File: config.mk
export PLATFORM = sky130hd
export DESIGN_NAME = path_replay
export DESIGN_NICKNAME = d
export VERILOG_FILES = /design/src/rtl/path_replay.sv
export SDC_FILE = /design/constraint.sdc
export NUM_CORES = 1
export LEC_CHECK = 0
export BUFFER_PORTS_ARGS = -buffer_cell sky130_fd_sc_hd__clkbuf_2
export CAP_MARGIN = 20
export CORE_MARGIN = 1.5
export CORE_UTILIZATION = 63
export CTS_CLUSTER_SIZE = 40
export DETAILED_ROUTE_END_ITERATION = 8
export GPL_TIMING_DRIVEN = 0
export PLACE_DENSITY_LB_ADDON = 0.15
export SETUP_SLACK_MARGIN = 0.2
export SLEW_MARGIN = 0
export SYNTH_ARGS = -nofsm -noshare
export SYNTH_HDL_FRONTEND = slang
export SYNTH_SLANG_ARGS = --single-unit
export TNS_END_PERCENT = 100
File: constraint.sdc
create_clock -name clk -period 4.3 [get_ports clk]
set_clock_uncertainty 0.1 [all_clocks]
set_input_delay 0.86 -clock clk [delete_from_list [all_inputs] [get_ports clk]]
set_output_delay 0.86 -clock clk [all_outputs]
set_load 0.05 [all_outputs]
File: src/rtl/path_replay.sv
// Direction stack for the maze solver: records forward steps during search,
// pops on backtrack, and replays the stored path oldest-first over ready/valid.
module path_replay #(
    parameter int         DEPTH     = 256,
    parameter int         AW        = 8,
    parameter logic [7:0] START_LOC = 8'h00
) (
    input  logic       clk,
    input  logic       rst,
    input  logic       push,
    input  logic       pop,
    input  logic [1:0] dirIn,
    input  logic       run,
    input  logic       ready,
    output logic       empStck,
    output logic       full,
    output logic       overflow,
    output logic       move,
    output logic [1:0] dir,
    output logic [7:0] loc,
    output logic       replayDone
);

    localparam int SPW = AW + 1;

    typedef enum logic [1:0] {
        IDLE   = 2'd0,
        REPLAY = 2'd1,
        FIN    = 2'd2
    } state_t;

    logic [1:0]     mem_q [DEPTH];

    state_t         state_q, state_d;
    logic [SPW-1:0] sp_q, sp_d;
    logic [AW-1:0]  rp_q, rp_d;
    logic [7:0]     loc_q, loc_d;
    logic           ovf_q, ovf_d;
    logic           move_q, move_d;
    logic [1:0]     dir_q, dir_d;
    logic           done_q, done_d;

    logic           wr_en;
    logic [AW-1:0]  wr_addr;
    logic [SPW-1:0] sp_dec;
    logic [AW-1:0]  rp_inc;
    logic           last_beat;

    // Each nibble steps independently and wraps modulo 16.
    function automatic logic [7:0] step_loc(input logic [7:0] l, input logic [1:0] d);
        logic [3:0] x;
        logic [3:0] y;
        x = l[3:0];
        y = l[7:4];
        case (d)
            2'd0:    x = x + 4'd1;
            2'd1:    y = y + 4'd1;
            2'd2:    x = x - 4'd1;
            default: y = y - 4'd1;
        endcase
        return {y, x};
    endfunction

    assign empStck    = (sp_q == '0);
    assign full       = (sp_q == SPW'(DEPTH));
    assign overflow   = ovf_q;
    assign move       = move_q;
    assign dir        = dir_q;
    assign loc        = loc_q;
    assign replayDone = done_q;

    assign sp_dec    = sp_q - SPW'(1);
    assign rp_inc    = rp_q + AW'(1);
    assign last_beat = ({1'b0, rp_q} == sp_dec);

    always_comb begin
        state_d = state_q;
        sp_d    = sp_q;
        rp_d    = rp_q;
        loc_d   = loc_q;
        ovf_d   = ovf_q;
        move_d  = move_q;
        dir_d   = dir_q;
        done_d  = 1'b0;
        wr_en   = 1'b0;
        wr_addr = sp_q[AW-1:0];

        case (state_q)
            IDLE: begin
                // Push with pop on a non-empty stack rewrites the top in place.
                if (push && (!pop || empStck)) begin
                    if (full) begin
                        ovf_d = 1'b1;
                    end else begin
                        wr_en   = 1'b1;
                        wr_addr = sp_q[AW-1:0];
                        sp_d    = sp_q + SPW'(1);
                    end
                end else if (push && pop) begin
                    wr_en   = 1'b1;
                    wr_addr = sp_dec[AW-1:0];
                end else if (pop && !empStck) begin
                    sp_d = sp_dec;
                end

                if (run) begin
                    rp_d  = '0;
                    loc_d = START_LOC;
                    if (!empStck) begin
                        state_d = REPLAY;
                        move_d  = 1'b1;
                        dir_d   = mem_q[0];
                    end else begin
                        state_d = FIN;
                        done_d  = 1'b1;
                    end
                end
            end

            REPLAY: begin
                if (ready) begin
                    loc_d = step_loc(loc_q, dir_q);
                    rp_d  = rp_inc;
                    if (last_beat) begin
                        state_d = FIN;
                        move_d  = 1'b0;
                        dir_d   = 2'd0;
                        done_d  = 1'b1;
                    end else begin
                        dir_d = mem_q[rp_inc];
                    end
                end
            end

            FIN: begin
                state_d = IDLE;
            end

            default: begin
                state_d = IDLE;
                move_d  = 1'b0;
            end
        endcase
    end

    always_ff @(posedge clk or posedge rst) begin
        if (rst) begin
            state_q <= IDLE;
            sp_q    <= '0;
            rp_q    <= '0;
            loc_q   <= START_LOC;
            ovf_q   <= 1'b0;
            move_q  <= 1'b0;
            dir_q   <= 2'd0;
            done_q  <= 1'b0;
        end else begin
            state_q <= state_d;
            sp_q    <= sp_d;
            rp_q    <= rp_d;
            loc_q   <= loc_d;
            ovf_q   <= ovf_d;
            move_q  <= move_d;
            dir_q   <= dir_d;
            done_q  <= done_d;
        end
    end

    // Storage is deliberately left out of reset; only the pointer is cleared.
    always_ff @(posedge clk) begin
        if (wr_en && !rst) begin
            mem_q[wr_addr] <= dirIn;
        end
    end

endmodule
## Word-level counts from Yosys, hierarchy flattened

Memory sizes are Yosys's and may differ from the RTL's.
Cells that the tools add are included.

- Flip-flop bits (word level): 32
- Memory bits (writable): 512
- Output and inout bits: 15
- Memories: 1

Memories:

| name | depth | width | rd ports | clocked after Yosys merged registers in | write ports | RTL line | source |
|---|---|---|---|---|---|---|---|
| mem_q | 256 | 2 | 2 | 0 | 1 | 32 | `logic [1:0] mem_q [DEPTH];` |

- Add/subtract/negate cells: 7
- Eq/ne operators: 14
- Muxes and demuxes: 40
- Bitwise logic cells: 1
- Reductions and logical operators: 22

Operators with widths:

| operator | number |
|---|---|
| 8-bit 2-to-1 mux | 6 |
| 9-bit 2-to-1 mux | 4 |
| 8-bit one-hot mux with 2 select lines | 2 |
| 2-bit 2-to-1 mux | 8 |
| 4-bit one-hot mux with 2 select lines | 2 |
| 4-bit AND reduction | 4 |
| 1-bit 2-to-1 mux | 14 |
| 2-bit != test (second input constant) | 7 |
| 9-bit by 1-bit adder with 9-bit output (second input constant) | 1 |
| 8-bit by 9-bit equality test with 1-bit output | 1 |
| 9-bit equality test (second input constant) | 1 |
| 9-bit logical NOT | 1 |
| 3-bit AND reduction | 3 |
| 9-bit by 1-bit subtractor with 9-bit output (second input constant) | 1 |
| 4-bit by 1-bit adder with 4-bit output (second input constant) | 2 |
| 8-bit by 1-bit adder with 8-bit output (second input constant) | 1 |
| 2-bit one-hot mux with 2 select lines | 2 |
| 4-bit by 1-bit subtractor with 4-bit output (second input constant) | 2 |
| 5-bit AND reduction | 1 |
| 2-bit by 1-bit equality test with 1-bit output (second input constant) | 2 |
| 2-bit equality test (second input constant) | 2 |
| 1-bit logical AND | 4 |
| 2-bit logical NOT | 2 |
| 2-bit nonzero test | 2 |
| other kinds (7) | 9 |

## Depth between registers and ports, before layout

Gate-level depths: netlist of run 1.

- Depth in word-level cells: 8
- Gate-level depth with buffers: 13

## Least setup slack after synthesis of run 1

Ideal clock, no wire load.

- Kind: reg2reg
- Start point: register sp_q[0]
- End point: memory mem_q[84][0] (enable)
- Library setup time: 0.329 ns
- Arrival time: 2.888 ns
- Data required time: 3.871 ns
- Setup slack: 0.983 ns
- Stages on the path, launching flop included: 14
- Buffers on the path: 4
- Period minus slack after synthesis: 3.317 ns
- Cell sequence: dfrtp_1 buf_2 buf_1 inv_1 ha_1 or3b_2 o31a_1 buf_6 nand2_1 or3_1 o21ai_1 nand3_2 buf_6 nor3_1

- Cells in the longest elaborated chain, start to end: 8
- Elaborated cells on any way between the ends: 14
- Classes of those cells: add/sub: 1; eq/ne: 1; mux: 8; reduce/logical: 4

Ends and longest elaborated chain:

| what | RTL line | source |
|---|---|---|
| start: declaration | 35 | `logic [SPW-1:0] sp_q, sp_d;` |
| start signal: assignment | 158 | `sp_q <= sp_d;` |
| branches (longest 8 deep; another with 9-bit by 1-bit subtractor with 9-bit output) | - |  |
| end: declaration | 32 |  |

Several ways; the timed one is not identified.

## Worst setup path in the final report of run 1

- Start point: register rp_q[1]
- End point: register dir_q[0], in the netlist dir[0]

- Cells in the longest elaborated chain, start to end: 5
- Elaborated cells on any way between the ends: 6
- Classes of those cells: add/sub: 1; eq/ne: 1; mux: 3; memory: 1

Ends and longest elaborated chain:

| what | RTL line | source |
|---|---|---|
| start: declaration | 36 | `logic [AW-1:0] rp_q, rp_d;` |
| start signal: assignment | 159 | `rp_q <= rp_d;` |
| 8-bit by 1-bit adder with 8-bit output | 73 | `assign rp_inc = rp_q + AW'(1);` |
| memory read 256 x 2 bit | - |  |
| 2-bit 2-to-1 mux (*) | 124 | `if (last_beat) begin` |
| 2-bit 2-to-1 mux (*) | 121 | `if (ready) begin` |
| 2-bit one-hot mux with 2 select lines (*) | 88 | `case (state_q)` |
| end signal: assignment | 163 | `dir_q <= dir_d;` |
| end: declaration | 40 | `logic [1:0] dir_q, dir_d;` |

Every way passes the cells marked *; elsewhere a longest branch is shown, timed or not. The select of a mux whose other input is x is not followed.
A chain may end at the register's enable or synchronous reset.

==> summary.md, run 1 <==
| Metric | Value |
|---|---|
| Status | completed |
| Antenna Cells | 0 |
| Wire length after detailed routing | 63.3 mm |
| Initial detailed-routing violation count | 1908 |
| Hold buffers post-CTS | 0 |
| H-tree levels | 2 |
| Post-synthesis cell area | 0.0238 sq mm |
| Hold violation total from the final report | 0 |
| Clock sink count | 544 |
| Vertical die dimension | 197 um |
| Starting density of the core | 0.645 |
| Clock latency reported for the late side of the worst-skew pair | 0.60 ns |
| Number of maximum-capacitance constraint violations | 0 |
| Final Wtd Congestion | 0.895 |
| CTS Buffer Depth | 3 |
| CP required | 4.65 ns |
| Placed cell count | 1968 |
| Power density over cell area | 670 mW/mm^2 |
| Share of final-layout standard cells stronger than drive strength 1 | 0.252 |
| GRT Total Usage | 0.340 |
| Clock transition at path regs | 0.07 ns |
| Width of the die | 197 um |
| Setup repair after global routing missed its margin | true |
| Hold crit path type | in2async |
| Register bit count reported by yosys | 544 |
| Share of synthesized registers carrying an async set or reset | 0.0588 |
| Area inside the core boundary | 0.0369 sq mm |
| Post-synth cell types | 78 |
| Post-DR wirelength/cell | 30.7 um |
| Pins Over Slew Limit | 0 |
| Aggregate global routing overflow | 0 |
| Dominant register cell in the synthesized netlist | sky130_fd_sc_hd__edfxtp_1 |
| Max Fclk | 240 MHz |
| Pin count of the biggest net entering global routing | 157 |
| Worst R2R Setup Slack | 0.13 ns |
| Reg2Reg Depth | 10 |
| Synthesis warning total | 0 |
| Arrival time reported for the critical path endpoint | 4.52 ns |
| Die area | 0.0389 sq mm |
| IR drop worst, VDD | 0.000371 V |
| Worst Tran Pin Value | 1.24 ns |
| Detail-routed via count per cell | 6.76 |
| Site Rows | 70 |
| Register area share after synthesis | 0.680 |
| Leak pwr | 8.32 nW |
| Final cell count without fillers | 2062 |
| DRC | 0 |
| Area growth from synthesis to layout | 11.0% |
| Count of port buffers added during placement | 21 |
| Placed inst area | 0.0247 sq mm |
| IO Count | 23 |
| Total via count in the routed design | 13900 |
| Most common library cell in the layout ignoring fill and taps | sky130_fd_sc_hd__edfxtp_1 |
| Setup crit end kind | flop |
| Post-Route Hold Slack | 0.316 ns |
| Worst Setup Path Type | reg2reg |
| Worst slew margin relative to its limit | 0.175 |
| Startpoint Class | flop |
| EDFF count, synth | 512 |
| Clock tree from TritonCTS | built |
| HPWL after detailed placement | 40.7 mm |
| Root buffer selected by CTS | sky130_fd_sc_hd__clkbuf_16 |
| Share of the clock period used by the worst path after layout | 0.970 |
| Overall power after layout | 17.7 mW |
| Critical Path Fanout Max | 10 |
| Final setup vio count | 0 |
| Startpoint of the lowest-slack register-to-register path | rp_q[1] |
| Final ANT Viol Nets | 0 |
| Post-CTS setup buffer count | 0 |
| Clock buffer count from CTS | 53 |
| Initial antenna violation count | 0 |
| Post-layout net count | 1537 |
| Final cell area excluding filler cells | 0.0264 sq mm |
| Reg2reg end | dir[0] |
| Most frequent cells in the layout | sky130_fd_sc_hd__edfxtp_1 (512), sky130_fd_sc_hd__nor2_1 (266), sky130_fd_sc_hd__mux4_2 (147) |
| Post-Syn Area per Cell | 16.6 sq um |
| Vias in the first global route | 13800 |
| Number of optimization iterations in the first detailed-route pass | 6 |
| Number of instances in the synthesized netlist | 1436 |
| Crit path time final | 4.17 ns |
| Wire length of the first global-routing pass | 92.4 mm |
| Number of nets produced by synthesis | 1454 |
per-stage QoR:
stage               setup TNS [ns]  utilization  setup WS, ns
finish                           0        0.716         0.131
global placement           -320.07        0.665        -0.692
floorplan                        0            -         0.983
CTS                              0        0.715        0.0787
global route                     0        0.716         0.145
detailed placement          -0.960        0.669        -0.763
where the power goes:
group | internal (mW) | switching [mW] | total, mW
sequential | 5.91 | 0.118 | 6.03
clock | 2.63 | 1.96 | 4.59
combinational | 2.80 | 4.29 | 7.09
total | 11.3 | 6.37 | 17.7
how the worst max path moves through the flow:
stage                        end  cells past startpoint  startpoint
floorplan           mem_q[84][0]                     13     sp_q[0]
global placement          dir[0]                     10     rp_q[1]
detailed placement        dir[0]                     10     rp_q[1]
CTS                       dir[0]                     10     rp_q[1]
global route              dir[0]                     10     rp_q[1]
finish                    dir[0]                     10     rp_q[1]
cells in the mapped netlist (all sizes together) (8+ instances only):
cell type    n  area (sq um)
nor3        28           155
mux4       150          3390
nor2       269          1020
edfxtp     512         15400
a21oi       18          97.6
mux2i       16           160
dfrtp       32           801
o22ai       12           106
inv         14          52.6
nand3       31           160
xnor2       21           184
clkbuf      19          71.3
xor2        13           114
buf         78           470
ha           8           100
nand2       71           307
o21ai       36           195
mux2        13           146
area by class of cell:
class	instances	area, sq um
Multi-Input combinational cell	781	7050
Tap cell	504	631
Buffer	96	558
Inverter	14	52.6
Timing Repair Buffer	29	264
Sequential cell	544	16200
Clock buffer	69	1430
Clock inverter	25	253
Fill cell	2346	10500
critical path, stage by stage, from the launching register on:
cell and delay [ns]:
sky130_fd_sc_hd__dfrtp_1 0.48, sky130_fd_sc_hd__ha_1 0.39, sky130_fd_sc_hd__buf_2 0.39, sky130_fd_sc_hd__buf_2 0.43, sky130_fd_sc_hd__clkbuf_2 0.52, sky130_fd_sc_hd__mux4_2 0.49, sky130_fd_sc_hd__mux4_2 0.49, sky130_fd_sc_hd__mux2i_1 0.19
sky130_fd_sc_hd__o221ai_1 0.17, sky130_fd_sc_hd__o311ai_2 0.20, sky130_fd_sc_hd__nand3_1 0.15
kinds of logic after synthesis:
| kind of cell | synth area share |
|---|---|
| AO/OA/AOI/OAI | 0.0388 |
| buffers and inverters | 0.0250 |
| adder cells (fa/ha/maj) | 0.00589 |
| XOR/XNOR | 0.0154 |
| multiplexers | 0.155 |
| flip-flops | 0.680 |
| AND/OR/NAND/NOR | 0.0793 |
registers in the layout, indices dropped and copies added (netlist names):
name,flops
dir,2
loc,8
mem_q,512
move,1
overflow,1
replayDone,1
rp_q,8
sp_q,9
state_q,2
metal layers:
layer / track usage / vias up / routed length (um) / share of wire
li1: - / 5758 / - / -
met1: 0.476 / 7073 / 23300 / 0.37
met2: 0.533 / 958 / 30000 / 0.47
met3: 0.0697 / 160 / 7240 / 0.11
met4: 0.138 / 0 / 2700 / 0.043
met5: 0 / - / 0 / 0
what timing repair did:
action | CTS | global route
resized for setup | 12 | 13
cloned | 0 | 0
endpoints found under the hold margin | 0 | 0
endpoints found under the setup margin | 108 | 98
(Power assumes the default switching activity.)
==> run 2: changes to the inputs <==
--- a/config.mk
+++ b/config.mk
@@ -12,7 +12,7 @@
 export CTS_CLUSTER_SIZE = 40
 export DETAILED_ROUTE_END_ITERATION = 8
 export GPL_TIMING_DRIVEN = 0
-export PLACE_DENSITY_LB_ADDON = 0.15
+export PLACE_DENSITY = 0.89
 export SETUP_SLACK_MARGIN = 0.2
 export SLEW_MARGIN = 0
 export SYNTH_ARGS = -nofsm -noshare
==> summary.md, run 2 (synthesized netlist as in run 1, its figures left out) <==
| Metric | Value |
|---|---|
| Root buffer selected by CTS | sky130_fd_sc_hd__clkbuf_16 |
| Switching component of the power | 6.85 mW |
| Smallest setup slack after layout | -0.0783 ns |
| Arrival time reported for the critical path endpoint | 4.76 ns |
| Site Rows | 70 |
| Setup crit end kind | flop |
| Post-layout net count | 1539 |
| Area inside the core boundary | 0.0369 sq mm |
| Met3 routing resource usage after global routing | 0.134 |
| Setup repair after global routing missed its margin | true |
| Wire length of the first global-routing pass | 99.6 mm |
| Most frequent cells in the layout | sky130_fd_sc_hd__edfxtp_1 (512), sky130_fd_sc_hd__nor2_1 (264), sky130_fd_sc_hd__mux4_2 (147) |
| Hold buffers post-CTS | 0 |
| Critical path's slowest cell | sky130_fd_sc_hd__clkdlybuf4s15_1 |
| Power density over cell area | 688 mW/mm^2 |
| Count of port buffers added during placement | 21 |
| Hold crit path type | in2async |
| HPWL after detailed placement | 41.6 mm |
| Global routing's busiest layer | met2 |
| Total via count in the routed design | 15200 |
| Clock latency reported for the late side of the worst-skew pair | 0.62 ns |
| Clock transition at path regs | 0.07 ns |
| Internal Dissipation | 11.4 mW |
| Violations in the final reports | negative setup slack |
| Global-route track usage on met2 | 0.556 |
| Vertical die dimension | 197 um |
| CTS Buffer Depth | 3 |
| H-tree levels | 2 |
| Final TNS setup | -0.0783 ns |
| Startpoint Class | flop |
| IR drop worst, VDD | 0.000383 V |
| Initial antenna violation count | 1 |
| Register name with the most flops | mem_q |
| Top cell by count, worst path | sky130_fd_sc_hd__o221ai_1 |
| Starting density of the core | 0.645 |
| Share of the clock period used by the worst path after layout | 1.02 |
| Top flop regs | mem_q x512, sp_q x9 |
| Final setup vio count | 1 |
| Proportion of power drawn by combinational gates | 0.409 |
| Area growth from synthesis to layout | 11.6% |
| Wire length after detailed routing | 69.0 mm |
| Start point of the critical path | rp_q[1] |
| Pin count of the biggest net entering global routing | 163 |
| Final core utilization | 0.720 |
| Most common library cell in the layout ignoring fill and taps | sky130_fd_sc_hd__edfxtp_1 |
| Clock sink count | 544 |
| Initial detailed-routing violation count | 2873 |
| Series of cell instances along the critical path | ha_1 > buf_2 > clkdlybuf4s15_1 > clkbuf_2 > mux4_2 > mux2_2 > o221ai_1 > o221ai_1 > o311ai_2 > nand3_1 |
| Met1 demand-to-capacity share in global routing | 0.450 |
| Status | complete, but fails checks |
| Number of optimization iterations in the first detailed-route pass | 6 |
| Worst Tran Pin Value | 1.28 ns |
| DRC | 0 |
| Final Wtd Congestion | 0.943 |
| Width of the die | 197 um |
| Fraction of power spent switching nets | 0.375 |
| Final ANT Viol Nets | 0 |
| IO Count | 23 |
| Pins Over Slew Limit | 0 |
| Number of maximum-capacitance constraint violations | 0 |
| Critical Path Fanout Max | 10 |
| Worst slew margin relative to its limit | 0.143 |
| Clock buffer count from CTS | 52 |
| Vias in the first global route | 15100 |
| Post-DR wirelength/cell | 33.4 um |
| Die area | 0.0389 sq mm |
| Flip-flop count of the largest register after layout | 512 |
| Startpoint of the lowest-slack register-to-register path | rp_q[1] |
| Aggregate global routing overflow | 0 |
| Clock share of power | 0.261 |
| Clock tree from TritonCTS | built |
| GRT Total Usage | 0.365 |
| Highest cell delay on the worst timing path | 0.79 ns |
| Post-Route Hold Slack | 0.171 ns |
| Crit path time final | 4.38 ns |
| CP required | 4.68 ns |
| Leak pwr | 8.37 nW |
| Max Fclk | 228 MHz |
| Sequential Power Share | 0.330 |
| Worst Setup Path Type | reg2reg |
| Detail-routed via count per cell | 7.36 |
| Hold violation total from the final report | 0 |
| Share of final-layout standard cells stronger than drive strength 1 | 0.266 |
-- run 2: cell count changes in the layout (fill, tap and decap cells not counted), moves of 3 or more --
cell,change
sky130_fd_sc_hd__o22ai_2,-3
sky130_fd_sc_hd__clkinvlp_4,+4
sky130_fd_sc_hd__clkinv_1,-6
sky130_fd_sc_hd__o22ai_4,+3
sky130_fd_sc_hd__clkbuf_1,-11
sky130_fd_sc_hd__clkinv_2,+13
-- run 2: power by group through the flow --
stage / combinational (mW) / sequential [mW] / clock [mW]
6_report: 7.46 / 6.03 / 4.77
5_1_grt: 7.52 / 6.04 / 4.91
4_1_cts: 7.03 / 6.02 / 4.72
3_5_place_dp: 6.85 / 6.13 / 0
3_3_place_gp: 6.60 / 6.15 / 0
2_1_floorplan: 4.40 / 6.27 / 0
-- run 2: path summary, 6_finish.rpt --
check	endpoint	slack, ns	cells after the start
worst max register to register	dir[0]	-0.08	10
max in group asynchronous	loc[5]	3.45	3
worst max-delay path	dir[0]	-0.08	10
worst min-delay path	sp_q[8]	0.17	2
worst min register to register	overflow	0.37	1
min in group clk	overflow	0.37	1
-- run 2: per-layer routing --
metal	wire length, um	share of wire	up-vias
li1	-	-	5754
met1	21300	0.31	7394
met2	31800	0.46	1688
met3	11000	0.16	377
met4	4830	0.070	4
met5	58	0.00084	-
-- run 2: timing repair --
action	CTS	global route
buffers inserted	0	2
cloned	0	0
endpoints found under the setup margin	263	269
gates resized for setup	17	17
pin swaps	0	2
-- run 2: layout make-up --
class,count,area (sq um)
Timing Repair Buffer,31,268
Buffer,97,574
Antenna cell,2,5.00
Fill cell,2019,10300
Sequential cell,544,16200
Tap cell,504,631
Multi-Input combinational cell,781,7100
Clock inverter,37,388
Inverter,14,52.6
Clock buffer,57,1340
-- run 2: metrics by stage --
stage / std cells / power (mW) / setup WS (ns) / instance area, sq um
2_1_floorplan: 1436 / 10.7 / 0.983 / 23800
3_3_place_gp: 1961 / 12.7 / -0.571 / 24500
3_5_place_dp: 1968 / 13.0 / -0.507 / 24700
4_1_cts: 2062 / 17.8 / 0.0239 / 26400
5_1_grt: 2065 / 18.5 / -0.0103 / 26500
6_report: 2067 / 18.3 / -0.0783 / 26500
-- run 2: worst max-delay path: cells and delay by family, from the launching register on --
family	cells	cell delay (ns)
muxes	2	0.74
AOI/OAI and AO/OA	3	0.62
and+or+nand+nor	1	0.12
DFF	1	0.48
adders and majority gates	1	0.41
buffers and inverters	3	1.73
